===== src/rtl/seg_pkg.sv =====
// seg_pkg: shared constants for the multiplexed 7-segment display driver.
//
// Contents:
//   - seg_bit_e  : bit positions inside the 8-bit active-low segment word
//                  {dp,a,f,b,g,e,c,d} (bit7..bit0)
//   - SEG_0..SEG_9, SEG_A..SEG_F : active-low glyphs with dp off
//   - SEG_BLANK / SEG_ERR        : all segments off / error glyph (dp only)
//   - seg_apply_dp()             : lights the decimal point on a glyph
package seg_pkg;

    typedef enum int unsigned {
        SEG_BIT_D  = 0,
        SEG_BIT_C  = 1,
        SEG_BIT_E  = 2,
        SEG_BIT_G  = 3,
        SEG_BIT_B  = 4,
        SEG_BIT_F  = 5,
        SEG_BIT_A  = 6,
        SEG_BIT_DP = 7
    } seg_bit_e;

    localparam logic [7:0] SEG_0 = 8'h88;
    localparam logic [7:0] SEG_1 = 8'hED;
    localparam logic [7:0] SEG_2 = 8'hA2;
    localparam logic [7:0] SEG_3 = 8'hA4;
    localparam logic [7:0] SEG_4 = 8'hC5;
    localparam logic [7:0] SEG_5 = 8'h94;
    localparam logic [7:0] SEG_6 = 8'h90;
    localparam logic [7:0] SEG_7 = 8'hAD;
    localparam logic [7:0] SEG_8 = 8'h80;
    localparam logic [7:0] SEG_9 = 8'h84;
    localparam logic [7:0] SEG_A = 8'h81;
    localparam logic [7:0] SEG_B = 8'hD0;
    localparam logic [7:0] SEG_C = 8'h9A;
    localparam logic [7:0] SEG_D = 8'hE0;
    localparam logic [7:0] SEG_E = 8'h92;
    localparam logic [7:0] SEG_F = 8'h93;

    localparam logic [7:0] SEG_BLANK = 8'hFF;
    localparam logic [7:0] SEG_ERR   = 8'h7F;

    // Segments are active-low, so lighting the dp clears its bit.
    function automatic logic [7:0] seg_apply_dp(input logic [7:0] glyph,
                                                input logic       dp);
        logic [7:0] r;
        r = glyph;
        if (dp) begin
            r[SEG_BIT_DP] = 1'b0;
        end
        return r;
    endfunction

endpackage


===== src/rtl/seg_glyph_rom.sv =====
// seg_glyph_rom: combinational 4-bit code + decimal point -> active-low glyph.
//
// Ports:
//   code_i  [3:0] : digit code (BCD 0..9; 10..15 per build option)
//   dp_i          : 1 = decimal point lit
//   glyph_o [7:0] : active-low segments {dp,a,f,b,g,e,c,d}
//
// Build option SEG_HEX_GLYPHS_EN: when defined, codes 10..15 render the hex
// letters A b C d E F; otherwise they render the SEG_ERR glyph.
module seg_glyph_rom
    import seg_pkg::*;
(
    input  logic [3:0] code_i,
    input  logic       dp_i,
    output logic [7:0] glyph_o
);

    logic [7:0] base;

    always_comb begin
        base = SEG_ERR;
        unique case (code_i)
            4'd0:    base = SEG_0;
            4'd1:    base = SEG_1;
            4'd2:    base = SEG_2;
            4'd3:    base = SEG_3;
            4'd4:    base = SEG_4;
            4'd5:    base = SEG_5;
            4'd6:    base = SEG_6;
            4'd7:    base = SEG_7;
            4'd8:    base = SEG_8;
            4'd9:    base = SEG_9;
`ifdef SEG_HEX_GLYPHS_EN
            4'd10:   base = SEG_A;
            4'd11:   base = SEG_B;
            4'd12:   base = SEG_C;
            4'd13:   base = SEG_D;
            4'd14:   base = SEG_E;
            4'd15:   base = SEG_F;
`else
            default: base = SEG_ERR;
`endif
        endcase
    end

    assign glyph_o = seg_apply_dp(base, dp_i);

endmodule


===== src/rtl/seg_scan_driver.sv =====
// seg_scan_driver: time-multiplexed driver for an N-digit common-anode
// 7-segment display with double-buffered data, leading-zero blanking and an
// anti-ghosting guard interval at the start of every digit slot.
//
// Parameters:
//   NUM_DIGITS   : digits scanned (1..16)
//   REFRESH_DIV  : clock cycles per digit slot (>= 2)
//   GUARD_CYCLES : cycles at slot start with all anodes off (< REFRESH_DIV)
//
// Ports:
//   clk        : system clock
//   rst_n      : asynchronous active-low reset
//   enable     : 1 = scan; 0 = display dark, counters held at 0
//   load       : one-cycle strobe capturing digits_in / dp_in
//   digits_in  : packed BCD, nibble i = digit i (digit 0 rightmost)
//   dp_in      : per-digit decimal point, 1 = lit
//   blank_lz   : 1 = blank leading zeros
//   seg        : active-low segments {dp,a,f,b,g,e,c,d} (registered)
//   an         : active-low anodes, an[i] drives digit i (registered)
//   frame_done : one-cycle pulse after the digit index wraps (registered)
//
// Build option SEG_HEX_GLYPHS_EN (see seg_glyph_rom): hex glyphs for 10..15.
module seg_scan_driver
    import seg_pkg::*;
#(
    parameter int unsigned NUM_DIGITS   = 8,
    parameter int unsigned REFRESH_DIV  = 50000,
    parameter int unsigned GUARD_CYCLES = 16
) (
    input  logic                    clk,
    input  logic                    rst_n,
    input  logic                    enable,
    input  logic                    load,
    input  logic [4*NUM_DIGITS-1:0] digits_in,
    input  logic [NUM_DIGITS-1:0]   dp_in,
    input  logic                    blank_lz,
    output logic [7:0]              seg,
    output logic [NUM_DIGITS-1:0]   an,
    output logic                    frame_done
);

    localparam int unsigned PW = (REFRESH_DIV > 1) ? $clog2(REFRESH_DIV) : 1;
    localparam int unsigned IW = (NUM_DIGITS > 1) ? $clog2(NUM_DIGITS) : 1;

    localparam logic [PW-1:0] PRESC_LAST = PW'(REFRESH_DIV - 1);
    localparam logic [PW-1:0] GUARD_END  = PW'(GUARD_CYCLES);
    localparam logic [IW-1:0] IDX_LAST   = IW'(NUM_DIGITS - 1);

    // Scan counters
    logic [PW-1:0]             presc_q, presc_d;
    logic [IW-1:0]             idx_q, idx_d;

    // Double buffer
    logic [4*NUM_DIGITS-1:0]   pend_dig_q, pend_dig_d;
    logic [NUM_DIGITS-1:0]     pend_dp_q, pend_dp_d;
    logic                      pend_vld_q, pend_vld_d;
    logic [4*NUM_DIGITS-1:0]   act_dig_q, act_dig_d;
    logic [NUM_DIGITS-1:0]     act_dp_q, act_dp_d;

    // Registered pins
    logic [7:0]                seg_q, seg_d;
    logic [NUM_DIGITS-1:0]     an_q, an_d;
    logic                      fdone_q, fdone_d;

    // Combinational helpers
    logic                      tick;
    logic                      boundary;
    logic [NUM_DIGITS-1:0]     zero_from;
    logic [3:0]                cur_nib;
    logic                      cur_dp;
    logic                      cur_zero;
    logic [NUM_DIGITS-1:0]     an_lit;
    logic [7:0]                glyph;

    assign tick     = (presc_q == PRESC_LAST);
    assign boundary = tick && (idx_q == IDX_LAST);

    // ------------------------------------------------------------------
    // Prescaler and digit index
    // ------------------------------------------------------------------
    always_comb begin
        presc_d = presc_q;
        idx_d   = idx_q;
        if (!enable) begin
            presc_d = '0;
            idx_d   = '0;
        end else if (tick) begin
            presc_d = '0;
            idx_d   = boundary ? '0 : idx_q + 1'b1;
        end else begin
            presc_d = presc_q + 1'b1;
        end
    end

    // ------------------------------------------------------------------
    // Double buffer. Every load is captured into pending, so "pending" is
    // always the newest data. Whenever active must take new data (disabled,
    // or a boundary with a load or a waiting update) it copies pending_d,
    // which covers both the load-bypass and the pending->active transfer.
    // ------------------------------------------------------------------
    always_comb begin
        pend_dig_d = pend_dig_q;
        pend_dp_d  = pend_dp_q;
        pend_vld_d = pend_vld_q;
        act_dig_d  = act_dig_q;
        act_dp_d   = act_dp_q;

        if (load) begin
            pend_dig_d = digits_in;
            pend_dp_d  = dp_in;
        end

        if (!enable || (boundary && (load || pend_vld_q))) begin
            act_dig_d  = pend_dig_d;
            act_dp_d   = pend_dp_d;
            pend_vld_d = 1'b0;
        end else if (load) begin
            pend_vld_d = 1'b1;
        end
    end

    // ------------------------------------------------------------------
    // zero_from[i] = nibbles i..NUM_DIGITS-1 of the active word are all 0
    // ------------------------------------------------------------------
    always_comb begin
        logic run;
        run       = 1'b1;
        zero_from = '0;
        for (int unsigned k = 0; k < NUM_DIGITS; k++) begin
            run = run && (act_dig_q[4*(NUM_DIGITS-1-k) +: 4] == 4'd0);
            zero_from[NUM_DIGITS-1-k] = run;
        end
    end

    // ------------------------------------------------------------------
    // Current-digit selection and anode pattern
    // ------------------------------------------------------------------
    always_comb begin
        cur_nib  = 4'd0;
        cur_dp   = 1'b0;
        cur_zero = 1'b0;
        an_lit   = '1;
        for (int unsigned i = 0; i < NUM_DIGITS; i++) begin
            if (idx_q == IW'(i)) begin
                cur_nib   = act_dig_q[4*i +: 4];
                cur_dp    = act_dp_q[i];
                cur_zero  = zero_from[i];
                an_lit[i] = 1'b0;
            end
        end
    end

    seg_glyph_rom u_glyph_rom (
        .code_i  (cur_nib),
        .dp_i    (cur_dp),
        .glyph_o (glyph)
    );

    // ------------------------------------------------------------------
    // Output stage
    // ------------------------------------------------------------------
    always_comb begin
        seg_d   = SEG_BLANK;
        an_d    = '1;
        fdone_d = 1'b0;
        if (enable) begin
            // Digit 0 is never blanked so a zero value still shows "0".
            if (blank_lz && (idx_q != '0) && cur_zero) begin
                seg_d = seg_apply_dp(SEG_BLANK, cur_dp);
            end else begin
                seg_d = glyph;
            end
            // seg keeps tracking the digit during guard; only anodes go dark.
            an_d    = (presc_q < GUARD_END) ? '1 : an_lit;
            fdone_d = boundary;
        end
    end

    // ------------------------------------------------------------------
    // State registers
    // ------------------------------------------------------------------
    always_ff @(posedge clk or negedge rst_n) begin
        if (!rst_n) begin
            presc_q    <= '0;
            idx_q      <= '0;
            pend_dig_q <= '0;
            pend_dp_q  <= '0;
            pend_vld_q <= 1'b0;
            act_dig_q  <= '0;
            act_dp_q   <= '0;
            seg_q      <= SEG_BLANK;
            an_q       <= '1;
            fdone_q    <= 1'b0;
        end else begin
            presc_q    <= presc_d;
            idx_q      <= idx_d;
            pend_dig_q <= pend_dig_d;
            pend_dp_q  <= pend_dp_d;
            pend_vld_q <= pend_vld_d;
            act_dig_q  <= act_dig_d;
            act_dp_q   <= act_dp_d;
            seg_q      <= seg_d;
            an_q       <= an_d;
            fdone_q    <= fdone_d;
        end
    end

    assign seg        = seg_q;
    assign an         = an_q;
    assign frame_done = fdone_q;

endmodule


===== config.mk =====
export PLATFORM = sky130hd
export DESIGN_NAME = seg_scan_driver
export DESIGN_NICKNAME = d
export VERILOG_FILES = /design/src/rtl/seg_pkg.sv /design/src/rtl/seg_glyph_rom.sv /design/src/rtl/seg_scan_driver.sv
export SDC_FILE = /design/constraint.sdc
export NUM_CORES = 1
export LEC_CHECK = 0
export BUFFER_PORTS_ARGS = -buffer_cell sky130_fd_sc_hd__buf_2
export CAP_MARGIN = 10
export CORE_ASPECT_RATIO = 0.5
export CORE_MARGIN = 2
export CORE_UTILIZATION = 40
export CTS_CLUSTER_DIAMETER = 200
export DETAILED_ROUTE_END_ITERATION = 16
export PLACE_DENSITY = 0.67
export SYNTH_ARGS = -nofsm -noshare
export SYNTH_HDL_FRONTEND = slang
export SYNTH_SLANG_ARGS = --single-unit

===== constraint.sdc =====
create_clock -name clk -period 2.85 [get_ports clk]
set_clock_uncertainty 0.15 [all_clocks]
set_input_delay 0.855 -clock clk [delete_from_list [all_inputs] [get_ports clk]]
set_output_delay 0.855 -clock clk [all_outputs]
set_load 0.01 [all_outputs]

## Word level (Yosys, flattened, before mapping)

Memory sizes are Yosys's and may differ from the RTL's.
Cells that the tools add are included.

| word-level totals | value |
|---|---|
| register bits after elaboration | 117 |
| ROM bits | 128 |
| memories kept | 1 |

Memory list:

| memory | words | width | read ports | clocked after Yosys merged registers in | write ports | RTL line | RTL |
|---|---|---|---|---|---|---|---|
| (name not given) | 16 | 8 | 1 | 0 | 0 | seg_glyph_rom.sv:22 | `unique case (code_i)` |

| operators by class | value |
|---|---|
| add/subtract/negate cells | 2 |
| order comparisons | 1 |
| equality and inequality tests | 9 |
| multiplexer cells | 48 |
| reduce and logical (&&, ||, !) cells | 25 |

Operators by type and width:

| kind | count |
|---|---|
| $mux 8 | 5 |
| $logic_not 4->1 | 8 |
| $mux 16 | 2 |
| $mux 32 | 1 |
| $mux 4 | 8 |
| $mux 1 | 29 |
| $add 16x1->16 const B | 1 |
| $eq 16x16->1 const B | 1 |
| $lt 16x5->1 const B | 1 |
| $eq 3x3->1 const B | 4 |
| $logic_and 1x1->1 | 11 |
| $mux 3 | 3 |
| $eq 3x2->1 const B | 2 |
| $add 3x1->3 const B | 1 |
| $eq 3x1->1 const B | 1 |
| $logic_not 3->1 | 1 |
| $reduce_bool 3->1 | 1 |
| $logic_or 1x1->1 | 2 |
| $ne 2x1->1 const B | 1 |
| $reduce_bool 2->1 | 1 |
| $logic_not 1->1 | 1 |

## Longest topological paths before layout

Gate-level depths: netlist of the first run.

| depth | value |
|---|---|
| depth after elaboration | 19 |
| gate-level depth with buffers | 13 |
| gate-level depth less buffers | 11 |

## Hierarchy

Synthesis of the first run repeated with hierarchy kept, for this count alone.

| unflattened totals | value |
|---|---|
| cell total of the unflattened synthesis | 447 |
| area, all modules | 5327.6 um^2 |

By module, submodules not included:

| module | instances | cells each | area each (um^2) | sequential area each (um^2) |
|---|---|---|---|---|
| seg_scan_driver | 1 | 413 | 5106.1 | 2947.8 |
| seg_glyph_rom | 1 | 34 | 221.5 | 0.0 |

## Least setup slack after synthesis of the first run

Ideal clock, no wire load.

| timing path | value |
|---|---|
| path type | register to register |
| start | register idx_q[0] |
| end | register seg_q[0], in the netlist seg[0] |
| setup time | 0.091 ns |
| arrival | 2.659 ns |
| required time | 2.609 ns |
| path slack | -0.050 ns |
| cell stages (with the launch flop) | 12 |
| buffers on the path | 1 |
| path through | dfrtp_1 > inv_1 > ha_1 > buf_2 > nand2_1 > and3_1 > o41ai_1 > inv_1 > ha_1 > or2_2 > a21oi_1 > o21ai_0 |

| on the way | value |
|---|---|
| word-level cells in the longest chain between the ends | 12 |

Ends and longest elaborated chain:

| element | RTL line | RTL |
|---|---|---|
| start, declared | seg_scan_driver.sv:51 | `logic [IW-1:0] idx_q, idx_d;` |
| start signal, assigned | seg_scan_driver.sv:196 | `idx_q <= idx_d;` |
| $logic_not 3->1 | seg_scan_driver.sv:144 | `if (idx_q == IW'(i)) begin` |
| $mux 4 or $mux 1 (tied branches) (8 in a row) | seg_scan_driver.sv:144 |  |
| $mem_v2 16x8 or $logic_and 1x1->1 (tied branches) | - |  |
| $mux 8 (*) | seg_scan_driver.sv:168 | `if (blank_lz && (idx_q != '0) && cur_zero) begin` |
| $mux 8 (*) | seg_scan_driver.sv:166 | `if (enable) begin` |
| via seg_d[0] | seg_scan_driver.sv:61 | `logic [7:0] seg_q, seg_d;` |
| end signal, assigned | seg_scan_driver.sv:202 | `seg_q <= seg_d;` |
| end, declared | seg_scan_driver.sv:61 |  |

Mark *: on every way through the listed nets, which the timed path passes. The rest lies on a longest branch.
A chain may end at the register's enable or synchronous reset.

## Worst setup path in the final report of the first run

Same ends and word-level chain as after synthesis.

==> impl_results.html, run 1 <==
<table>
<tr><th>Metric</th><th>Value</th></tr>
<tr><th colspan="2">Drt</th></tr>
<tr><td>ANT nets after route</td><td>0</td></tr>
<tr><td>Detailed-route wire length</td><td>10.8 mm</td></tr>
<tr><td>Drc violations</td><td>0</td></tr>
<tr><td>TritonRoute pass-1 iters</td><td>6</td></tr>
<tr><td>Iteration-0 DRC count of the detailed router</td><td>262</td></tr>
<tr><td>Post-detailed-route via-to-cell ratio</td><td>5.04</td></tr>
<tr><td>Number of vias after detailed routing</td><td>3,561</td></tr>
<tr><td>Mean routed wirelength per cell</td><td>15.3 um</td></tr>
<tr><th colspan="2">STA</th></tr>
<tr><td>Min cycle time layout</td><td>between 2 and 3 ns</td></tr>
<tr><td>Fmax</td><td>about 370 MHz</td></tr>
<tr><td>Final Hold Fails</td><td>0</td></tr>
<tr><td>Share of the clock period used by the worst path after layout</td><td>94.1%</td></tr>
<tr><td>Minimum hold slack</td><td>0.264 ns</td></tr>
<tr><td>Relative slew margins</td><td>61.3%</td></tr>
<tr><td>Unrepaired setup endpoints after global routing</td><td>no</td></tr>
<tr><td>Final TNS setup</td><td>0 ns</td></tr>
<tr><td>Worst-Margin Slew</td><td>0.581 ns</td></tr>
<tr><td>Smallest setup slack after layout</td><td>0.168 ns</td></tr>
<tr><td>Count of endpoints failing setup in the final report</td><td>0</td></tr>
<tr><td>Slew Limit Fails</td><td>0</td></tr>
<tr><th colspan="2">CTS</th></tr>
<tr><td>Sinks on Clock Net</td><td>117</td></tr>
<tr><td>Worst-skew pair later-pin latency</td><td>0.41 ns</td></tr>
<tr><td>Post-CTS Setup Inserts</td><td>0</td></tr>
<tr><td>Cts bufs inserted</td><td>17</td></tr>
<tr><td>Clock transition at the registers of the reported paths</td><td>roughly 0.050 ns</td></tr>
<tr><td>Clk root buf</td><td>sky130_fd_sc_hd__clkbuf_16</td></tr>
<tr><td>TritonCTS clock tree</td><td>built</td></tr>
<tr><td>Worst-case clock buffer depth</td><td>2</td></tr>
<tr><td>CTS H-Tree Depth</td><td>4</td></tr>
<tr><th colspan="2">Global routing</th></tr>
<tr><td>Wire length of the first global-routing pass</td><td>between 15 and 20 mm</td></tr>
<tr><td>Remaining Overflow, GRT</td><td>0</td></tr>
<tr><td>Number of global-route vias before repair</td><td>3,615</td></tr>
<tr><td>Total routing resource utilization after global routing</td><td>between 10% and 20%</td></tr>
<tr><td>Largest net degree at the start of global routing</td><td>47</td></tr>
<tr><td>Number of antenna violations at the first check in global routing</td><td>1</td></tr>
<tr><th colspan="2">Layout</th></tr>
<tr><td># nets final</td><td>579</td></tr>
<tr><td>Final Util</td><td>51.0%</td></tr>
<tr><td>Number of filler cells placed in the layout</td><td>1,110</td></tr>
<tr><td>Area grow syn2layout</td><td>22.5%</td></tr>
<tr><td>Commonest non-fill, non-tap cell in the layout</td><td>sky130_fd_sc_hd__dfrtp_1</td></tr>
<tr><td>Share of final-layout standard cells stronger than drive strength 1</td><td>42.6%</td></tr>
<tr><td>Finished Layout Cells</td><td>706</td></tr>
<tr><td>Leading cell types in the layout, fill and taps excluded</td><td>sky130_fd_sc_hd__dfrtp_1, sky130_fd_sc_hd__mux2_2, sky130_fd_sc_hd__buf_2</td></tr>
<tr><th colspan="2">Place</th></tr>
<tr><td>Worst-case setup slack after placement</td><td>0.0921 ns</td></tr>
<tr><td>Final HPWL DP</td><td>7.58 mm</td></tr>
<tr><td>Routability congestion estimate</td><td>0.844</td></tr>
<tr><td>Number of buffer cells added on primary ports</td><td>61</td></tr>
<tr><td>Number of placed instances with taps included</td><td>673</td></tr>
<tr><th colspan="2">Critical path</th></tr>
<tr><td>Startpoint Class</td><td>flop</td></tr>
<tr><td>Critical-path cell with the highest stage delay</td><td>sky130_fd_sc_hd__dfrtp_1</td></tr>
<tr><td>Worst EP arrival</td><td>roughly 2.8 ns</td></tr>
<tr><td>Maximum fanout count along the critical path</td><td>9</td></tr>
<tr><td>Data required, critical path</td><td>3.01 ns</td></tr>
<tr><td>Critical setup path kind</td><td>reg2reg</td></tr>
<tr><td>Cells along the critical path</td><td>inv_1 -&gt; ha_1 -&gt; nand2_1 -&gt; and3_1 -&gt; o41ai_4 -&gt; inv_1 -&gt; ha_1 -&gt; or2_2 -&gt; a21oi_1 -&gt; o21ai_0</td></tr>
<tr><td>Kind of end point of the critical path</td><td>flop</td></tr>
<tr><td>Slowest Stage Delay on Critical Path</td><td>between 0.4 and 0.5 ns</td></tr>
<tr><th colspan="2">Yosys</th></tr>
<tr><td>Fraction of synthesized cell area taken by the top area cell type</td><td>47.1%</td></tr>
<tr><td>Area of the mapped netlist</td><td>5360 um2</td></tr>
<tr><td>Ys Warns</td><td>0</td></tr>
<tr><td>Number of library cell types mapped by synthesis</td><td>52</td></tr>
<tr><td>Post-Synthesis Net Count</td><td>496</td></tr>
<tr><td>Leading area contributor after synthesis</td><td>sky130_fd_sc_hd__dfrtp_1</td></tr>
<tr><td>Synthesized area per cell</td><td>~12 um2</td></tr>
<tr><td>Seq/Total Area, Yosys</td><td>about 55%</td></tr>
<tr><td>Total of flip-flops plus latches after synthesis</td><td>117</td></tr>
<tr><td>Number of enable-type register cells in the synthesized netlist</td><td>0</td></tr>
<tr><td>Async SR Flop Fraction</td><td>between 90% and 100%</td></tr>
<tr><td>Synth top area cells</td><td>sky130_fd_sc_hd__dfrtp_1, sky130_fd_sc_hd__mux2_2, sky130_fd_sc_hd__dfstp_2</td></tr>
<tr><td>Synthesized instance count</td><td>439</td></tr>
<tr><td>Commonest register cell after synthesis</td><td>sky130_fd_sc_hd__dfrtp_1</td></tr>
<tr><th colspan="2">Floorplanning</th></tr>
<tr><td>Die footprint</td><td>~14,000 um2</td></tr>
<tr><td>Die Height</td><td>85.9 um</td></tr>
<tr><td>Core Region</td><td>about 13,000 um2</td></tr>
<tr><td>FP Rows</td><td>29</td></tr>
<tr><td>Initial core utilization</td><td>a little over two fifths</td></tr>
<tr><td>Horizontal die dimension</td><td>168 um</td></tr>
<tr><td>Top-level port count</td><td>62</td></tr>
<tr><th colspan="2">Status</th></tr>
<tr><td>Run status</td><td>completed</td></tr>
<tr><th colspan="2">Worst hold path</th></tr>
<tr><td>Class of the most critical hold timing path</td><td>in2async</td></tr>
<tr><th colspan="2">Power and ir drop</th></tr>
<tr><td>Peak supply drop</td><td>around 0.38 mV</td></tr>
<tr><td>Leak pwr</td><td>2.87 nW</td></tr>
<tr><td>Power density normalized to cell area</td><td>669 nW/um2</td></tr>
<tr><th colspan="2">Run</th></tr>
<tr><td>Number of maximum-capacitance violations</td><td>0</td></tr>
</table>
[worst max-delay path: cells and delay by family, from the launching register on]
| family | cells | cell delay, ns |
|---|---|---|
| buf+inv | 2 | 0.21 |
| fa+ha+maj | 2 | 0.59 |
| flops | 1 | 0.42 |
| compound gates | 3 | 0.56 |
| simple gates | 3 | 0.64 |
[registers in the layout (all words and copies together), names as in the netlist]
register	count
an	8
idx_q	3
pend_dp_q	8
pend_vld_q	1
act_dig_q	32
pend_dig_q	32
frame_done	1
seg	8
act_dp_q	8
presc_q	16
[stage by stage]
stage	power [mW]	area [um2]
after floorplan	2.23	5370
after global placement	2.41	5960
after detailed placement	2.43	5960
after CTS	4.45	6520
after global routing	4.61	6570
final	4.40	6570
[cells in the mapped netlist, types with 4 or more instances]
| master | n |
|---|---|
| sky130_fd_sc_hd__dfrtp_1 | 101 |
| sky130_fd_sc_hd__mux2_2 | 81 |
| sky130_fd_sc_hd__nor2_1 | 28 |
| sky130_fd_sc_hd__nand2_1 | 26 |
| sky130_fd_sc_hd__a21oi_1 | 16 |
| sky130_fd_sc_hd__dfstp_2 | 16 |
| sky130_fd_sc_hd__inv_1 | 16 |
| sky130_fd_sc_hd__nand3_1 | 14 |
| sky130_fd_sc_hd__ha_1 | 12 |
| sky130_fd_sc_hd__o21ai_0 | 12 |
| sky130_fd_sc_hd__xor2_1 | 10 |
| sky130_fd_sc_hd__nand2b_1 | 8 |
| sky130_fd_sc_hd__buf_2 | 7 |
| sky130_fd_sc_hd__nor4_1 | 6 |
| sky130_fd_sc_hd__clkbuf_1 | 5 |
| sky130_fd_sc_hd__nor2b_1 | 5 |
| sky130_fd_sc_hd__nor3_1 | 5 |
| sky130_fd_sc_hd__xnor2_1 | 5 |
| sky130_fd_sc_hd__and3_1 | 4 |
| sky130_fd_sc_hd__buf_1 | 4 |
| sky130_fd_sc_hd__mux2i_1 | 4 |
| sky130_fd_sc_hd__nand3b_1 | 4 |
[metal layers]
metal	track usage (%)	vias up	part of all wire, %
met5	0	-	0
met4	6.88	0	1.6
met3	4.89	18	4.8
met2	25.5	67	44
met1	22.4	1757	49
li1	-	1719	-
[repair_timing]
item	4_1_cts	5_1_grt
hold buffers	0	0
gates resized for setup	0	8
setup endpoints to repair	0	3
[power by group]
group / internal [mW] / total [mW] / switching (mW)
combinational: 0.243 / 0.461 / 0.217
clock: 1.28 / 2.00 / 0.716
sequential: 1.84 / 1.94 / 0.0981
[layout make-up]
cell class	instances	area [um2]	share of cell area (%)
clock inverter	9	77.6	1.18
sequential	117	2950	44.9
timing repair buffer	84	493	7.50
multi-input combinational	286	2290	34.8
inverter	16	60.1	0.914
clock buffer	23	488	7.43
antenna	1	2.50	0.0381
tap	170	213	3.24
[logic make-up after synthesis]
logic type	Yosys count	share of synthesized area [%]
xor gates and xnor gates	15	2.45
buffers and inverters	36	3.29
AOI/OAI and AO/OA	53	6.65
adders and majority gates	12	2.80
DFF	117	55.0
and+or+nand+nor	121	12.1
muxes	85	17.8
[worst paths after layout]
check,from,to,slack [ns],depth (start not counted)
max in group asynchronous,rst_n,seg[0],1.51,2
setup / recovery,idx_q[0],seg[0],0.17,10
hold / removal,rst_n,pend_dp_q[3],0.26,1
hold reg to reg,presc_q[0],presc_q[0],0.33,1
setup reg to reg,idx_q[0],seg[0],0.17,10
min in group clk,presc_q[0],presc_q[0],0.33,1
No activity file was read; power rests on OpenSTA's default activity.
==> run 2: changes to the inputs <==
--- a/config.mk
+++ b/config.mk
@@ -15,4 +15,5 @@
 export PLACE_DENSITY = 0.67
 export SYNTH_ARGS = -nofsm -noshare
 export SYNTH_HDL_FRONTEND = slang
+export SYNTH_HIERARCHICAL = 1
 export SYNTH_SLANG_ARGS = --single-unit
==> impl_results.html, run 2 <==
<table>
<tr><th>Metric</th><th>Value</th></tr>
<tr><th colspan="2">CTS</th></tr>
<tr><td>Worst-case clock buffer depth</td><td>2 (unchanged)</td></tr>
<tr><td>Hold-fix buffers at CTS</td><td>0 (unchanged)</td></tr>
<tr><td>TritonCTS clock tree</td><td>built</td></tr>
<tr><td>Cts bufs inserted</td><td>17 (unchanged)</td></tr>
<tr><td>Clk root buf</td><td>sky130_fd_sc_hd__clkbuf_16</td></tr>
<tr><td>Sinks on Clock Net</td><td>117 (unchanged)</td></tr>
<tr><td>Clock transition at the registers of the reported paths</td><td>0.05 ns (about the same)</td></tr>
<tr><td>CTS H-Tree Depth</td><td>4 (unchanged)</td></tr>
<tr><td>Worst-skew pair later-pin latency</td><td>0.40 ns (about the same)</td></tr>
<tr><th colspan="2">Drt</th></tr>
<tr><td>ANT nets after route</td><td>0 (unchanged)</td></tr>
<tr><td>Drc violations</td><td>2 (+2)</td></tr>
<tr><td>Post-detailed-route via-to-cell ratio</td><td>5.17 (+2.5%)</td></tr>
<tr><td>Detailed-route wire length</td><td>10.9 mm (+1.2%)</td></tr>
<tr><td>TritonRoute pass-1 iters</td><td>10 (+4)</td></tr>
<tr><td>Iteration-0 DRC count of the detailed router</td><td>231 (-12%)</td></tr>
<tr><td>Number of vias after detailed routing</td><td>3,660 (+2.8%)</td></tr>
<tr><td>Mean routed wirelength per cell</td><td>15.4 um (+0.92%)</td></tr>
<tr><th colspan="2">Critical path</th></tr>
<tr><td>Data required, critical path</td><td>2.99 ns (-0.02 ns)</td></tr>
<tr><td>Cell count of the worst reg-to-reg path</td><td>12 (+2)</td></tr>
<tr><td>Reg-to-Reg End</td><td>seg[0]</td></tr>
<tr><td>Cells along the critical path</td><td>ha_1 -&gt; ha_2 -&gt; nor2_4 -&gt; o211ai_1 -&gt; a31o_2 -&gt; a31oi_2 -&gt; inv_1 -&gt; ha_1 -&gt; or2_1 -&gt; a21oi_2 -&gt; a21oi_1 -&gt; nand2b_1</td></tr>
<tr><td>Startpoint Class</td><td>flop</td></tr>
<tr><td>Critical path's top delay family</td><td>compound AO/OA/AOI/OAI gates</td></tr>
<tr><td>Critical-path cell with the highest stage delay</td><td>sky130_fd_sc_hd__dfrtp_2</td></tr>
<tr><td>WP buf/inv</td><td>1 (-1)</td></tr>
<tr><td>Register-to-register setup slack</td><td>0.12 ns (-0.05 ns)</td></tr>
<tr><td>Kind of end point of the critical path</td><td>flop</td></tr>
<tr><td>Slowest Stage Delay on Critical Path</td><td>0.43 ns (about the same)</td></tr>
<tr><td>Worst EP arrival</td><td>2.87 ns (+0.03 ns)</td></tr>
<tr><td>CP dominant cell by count</td><td>sky130_fd_sc_hd__ha_1</td></tr>
<tr><td>Reg-to-reg startpoint</td><td>idx_q[0]</td></tr>
<tr><td>Launching element of the worst setup path</td><td>idx_q[0]</td></tr>
<tr><td>Critical setup path kind</td><td>reg2reg</td></tr>
<tr><td>Maximum fanout count along the critical path</td><td>5 (-4)</td></tr>
<tr><th colspan="2">Global routing</th></tr>
<tr><td>Largest net degree at the start of global routing</td><td>118 (+150%)</td></tr>
<tr><td>Number of antenna violations at the first check in global routing</td><td>0 (-1)</td></tr>
<tr><td>Wire length of the first global-routing pass</td><td>18.2 mm (-1.1%)</td></tr>
<tr><td>Number of global-route vias before repair</td><td>3,648 (+0.91%)</td></tr>
<tr><td>Total routing resource utilization after global routing</td><td>16.2% (-0.45 points)</td></tr>
<tr><td>Remaining Overflow, GRT</td><td>0 (unchanged)</td></tr>
<tr><th colspan="2">Power and ir drop</th></tr>
<tr><td>Power density normalized to cell area</td><td>715 nW/um2 (+6.8%)</td></tr>
<tr><td>Peak supply drop</td><td>0.476 mV (+27%)</td></tr>
<tr><td>Relative contribution of combinational cells to total power</td><td>10.2% (-0.3 points)</td></tr>
<tr><td>Share of total power consumed by net switching</td><td>22.1% (-1.3 points)</td></tr>
<tr><td>Cell-internal power</td><td>3.67 mW (+9.0%)</td></tr>
<tr><td>Seq pwr share</td><td>41.1% (-3.0 points)</td></tr>
<tr><td>Leak pwr</td><td>2.81 nW (-2.0%)</td></tr>
<tr><td>Total chip power</td><td>4.71 mW (+7.2%)</td></tr>
<tr><td>Power share of the clock group</td><td>48.7% (+3.3 points)</td></tr>
<tr><td>Switching Power</td><td>1.04 mW (+1.1%)</td></tr>
<tr><th colspan="2">STA</th></tr>
<tr><td>Share of the clock period used by the worst path after layout</td><td>95.7% (+1.6 points)</td></tr>
<tr><td>Slew Limit Fails</td><td>0 (unchanged)</td></tr>
<tr><td>Fmax</td><td>367 MHz (-1.7%)</td></tr>
<tr><td>Count of endpoints failing setup in the final report</td><td>0 (unchanged)</td></tr>
<tr><td>Final Hold Fails</td><td>0 (unchanged)</td></tr>
<tr><td>Worst-Margin Slew</td><td>0.815 ns (+0.234 ns)</td></tr>
<tr><td>Relative slew margins</td><td>45.3% (-16 points)</td></tr>
<tr><td>Min cycle time layout</td><td>2.73 ns (+0.0451 ns)</td></tr>
<tr><td>Final TNS setup</td><td>0 ns (unchanged)</td></tr>
<tr><th colspan="2">Yosys</th></tr>
<tr><td>Async SR Flop Fraction</td><td>100% (unchanged)</td></tr>
<tr><td>Area of the mapped netlist</td><td>5330 um2 (-0.63%)</td></tr>
<tr><td>Most numerous cell types in the synthesized netlist</td><td>sky130_fd_sc_hd__dfrtp_1, sky130_fd_sc_hd__mux2_2, sky130_fd_sc_hd__nand2_1, sky130_fd_sc_hd__nor2_1</td></tr>
<tr><td>Synth top area cells</td><td>sky130_fd_sc_hd__dfrtp_1, sky130_fd_sc_hd__mux2_2, sky130_fd_sc_hd__dfstp_2</td></tr>
<tr><td>Post-Synthesis Net Count</td><td>504 (+1.6%)</td></tr>
<tr><td>Total of flip-flops plus latches after synthesis</td><td>117 (unchanged)</td></tr>
<tr><td>Seq/Total Area, Yosys</td><td>55.3% (+0.35 points)</td></tr>
<tr><td>Synthesized instance count</td><td>447 (+1.8%)</td></tr>
<tr><td>Ys Warns</td><td>6 (+6)</td></tr>
<tr><td>Fraction of synthesized cell area taken by the top area cell type</td><td>47.4% (+0.30 points)</td></tr>
<tr><td>Commonest register cell after synthesis</td><td>sky130_fd_sc_hd__dfrtp_1</td></tr>
<tr><td>Most used standard cell by instance count after synthesis</td><td>sky130_fd_sc_hd__dfrtp_1</td></tr>
<tr><td>Number of enable-type register cells in the synthesized netlist</td><td>0 (unchanged)</td></tr>
<tr><td>Synthesized area per cell</td><td>11.9 um2 (-2.4%)</td></tr>
<tr><td>Leading area contributor after synthesis</td><td>sky130_fd_sc_hd__dfrtp_1</td></tr>
<tr><td>Number of library cell types mapped by synthesis</td><td>48 (-7.7%)</td></tr>
<tr><th colspan="2">Place</th></tr>
<tr><td>Routability congestion estimate</td><td>0.836 (-0.97%)</td></tr>
<tr><td>Final HPWL DP</td><td>7.53 mm (-0.65%)</td></tr>
<tr><td>Number of buffer cells added on primary ports</td><td>61 (unchanged)</td></tr>
<tr><td>Number of placed instances with taps included</td><td>675 (+0.30%)</td></tr>
<tr><th colspan="2">Layout</th></tr>
<tr><td>Commonest non-fill, non-tap cell in the layout</td><td>sky130_fd_sc_hd__dfrtp_1</td></tr>
<tr><td># nets final</td><td>582 (+0.52%)</td></tr>
<tr><td>Share of final-layout standard cells stronger than drive strength 1</td><td>40.9% (-1.7 points)</td></tr>
<tr><td>Area grow syn2layout</td><td>23.7%</td></tr>
<tr><td>Leading cell types in the layout, fill and taps excluded</td><td>sky130_fd_sc_hd__dfrtp_1, sky130_fd_sc_hd__mux2_2, sky130_fd_sc_hd__buf_2</td></tr>
<tr><td>Number of filler cells placed in the layout</td><td>1,121 (+0.99%)</td></tr>
<tr><td>Registers with the highest flip-flop counts</td><td>act_dig_q x32, pend_dig_q x32, presc_q x16</td></tr>
<tr><td>Diodes inserted</td><td>0 (-1)</td></tr>
<tr><td>Finished Layout Cells</td><td>708 (+0.28%)</td></tr>
<tr><th colspan="2">Floorplanning</th></tr>
<tr><td>Die Height</td><td>85.6 um (-0.30%)</td></tr>
<tr><td>Horizontal die dimension</td><td>167 um (-0.31%)</td></tr>
<tr><td>Initial core utilization</td><td>41.5% (-0.15 points)</td></tr>
<tr><td>Die footprint</td><td>14,300 um2 (-0.61%)</td></tr>
<tr><td>Core Region</td><td>12,800 um2 (-0.28%)</td></tr>
<tr><td>FP Rows</td><td>29 (unchanged)</td></tr>
<tr><td>Top-level port count</td><td>62 (unchanged)</td></tr>
<tr><th colspan="2">Worst hold path</th></tr>
<tr><td>Hold path endpoint</td><td>presc_q[0]</td></tr>
<tr><td>Count of cells along the worst hold path</td><td>1</td></tr>
<tr><td>Worst hold path startpoint</td><td>presc_q[0]</td></tr>
<tr><td>Class of the most critical hold timing path</td><td>reg2reg</td></tr>
<tr><th colspan="2">Status</th></tr>
<tr><td>Failing checks</td><td>DRC</td></tr>
<tr><td>Run status</td><td>complete, but fails checks</td></tr>
<tr><th colspan="2">Run</th></tr>
<tr><td>Number of maximum-capacitance violations</td><td>0 (unchanged)</td></tr>
</table>
[run 2: changes by cell type after synthesis, sizes merged, moves of 4 or more]
cell	change
inv	-6
nand2	+13
nor2	+11
o211ai	+4
nand2b	+5
nand3b	-4
[run 2: area by class of cell]
cell class | count | area (um2) | share of cell area [%]
timing repair buffer | 79 | 468 | 7.10
tap | 170 | 213 | 3.23
sequential | 117 | 2950 | 44.7
multi-input combinational | 300 | 2280 | 34.6
clock inverter | 8 | 144 | 2.18
inverter | 10 | 37.5 | 0.569
clock buffer | 24 | 502 | 7.61
[run 2: power groups by stage]
stage | Combinational, mW | Sequential [mW] | Clock, mW
after global routing | 0.537 | 1.96 | 2.42
after CTS | 0.484 | 1.94 | 2.33
after detailed placement | 0.481 | 1.96 | 0
after floorplan | 0.318 | 1.93 | 0
after global placement | 0.470 | 1.96 | 0
final | 0.480 | 1.94 | 2.29
[run 2: timing repair]
action                     CTS  global route
setup endpoints to repair    0             8
resized for setup            0            11
setup buffers                0             1
[run 2: per-stage QoR]
stage | utilization, % | setup WS, ns | hold slack (ns) | instance area, um2
floorplan | - | 0.00179 | 0.297 | 5340
global placement | 45.9 | 0.0749 | 0.328 | 5900
detailed placement | 45.9 | 0.0167 | 0.324 | 5900
CTS | 50.9 | 0.0133 | 0.333 | 6540
global route | 51.3 | -0.00496 | 0.356 | 6590
finish | 51.3 | 0.123 | 0.331 | 6590
[run 2: worst register-to-register path: stages, from the launching register on]
cell and delay [ns]:
sky130_fd_sc_hd__dfrtp_2 0.43, sky130_fd_sc_hd__ha_1 0.23, sky130_fd_sc_hd__ha_2 0.20, sky130_fd_sc_hd__nor2_4 0.15
sky130_fd_sc_hd__o211ai_1 0.14, sky130_fd_sc_hd__a31o_2 0.27, sky130_fd_sc_hd__a31oi_2 0.19, sky130_fd_sc_hd__inv_1 0.11
sky130_fd_sc_hd__ha_1 0.18, sky130_fd_sc_hd__or2_1 0.23, sky130_fd_sc_hd__a21oi_2 0.16, sky130_fd_sc_hd__a21oi_1 0.05
sky130_fd_sc_hd__nand2b_1 0.14
[run 2: routing by layer]
| metal | vias up | wire length (um) | track usage, % |
|---|---|---|---|
| met2 | 83 | 4840 | 25.2 |
| li1 | 1726 | - | - |
| met5 | - | 0 | 0 |
| met1 | 1844 | 5300 | 21.9 |
| met4 | 0 | 68 | 4.35 |
| met3 | 7 | 715 | 5.63 |
[run 2: kinds of logic after synthesis]
kind of cell    share of synthesized area, %
fa+ha+maj                               2.82
flops                                   55.3
xor+xnor                                2.30
simple gates                            12.4
compound gates                          7.21
mux                                     17.1
buf+inv                                 2.84
[run 2: worst max path at each step]
| stage | endpoint | cells past startpoint |
|---|---|---|
| after floorplan | seg[6] | 13 |
| after global placement | seg[6] | 6 |
| after detailed placement | seg[2] | 6 |
| after CTS | seg[2] | 12 |
| after global routing | seg[0] | 12 |
| final | seg[0] | 12 |
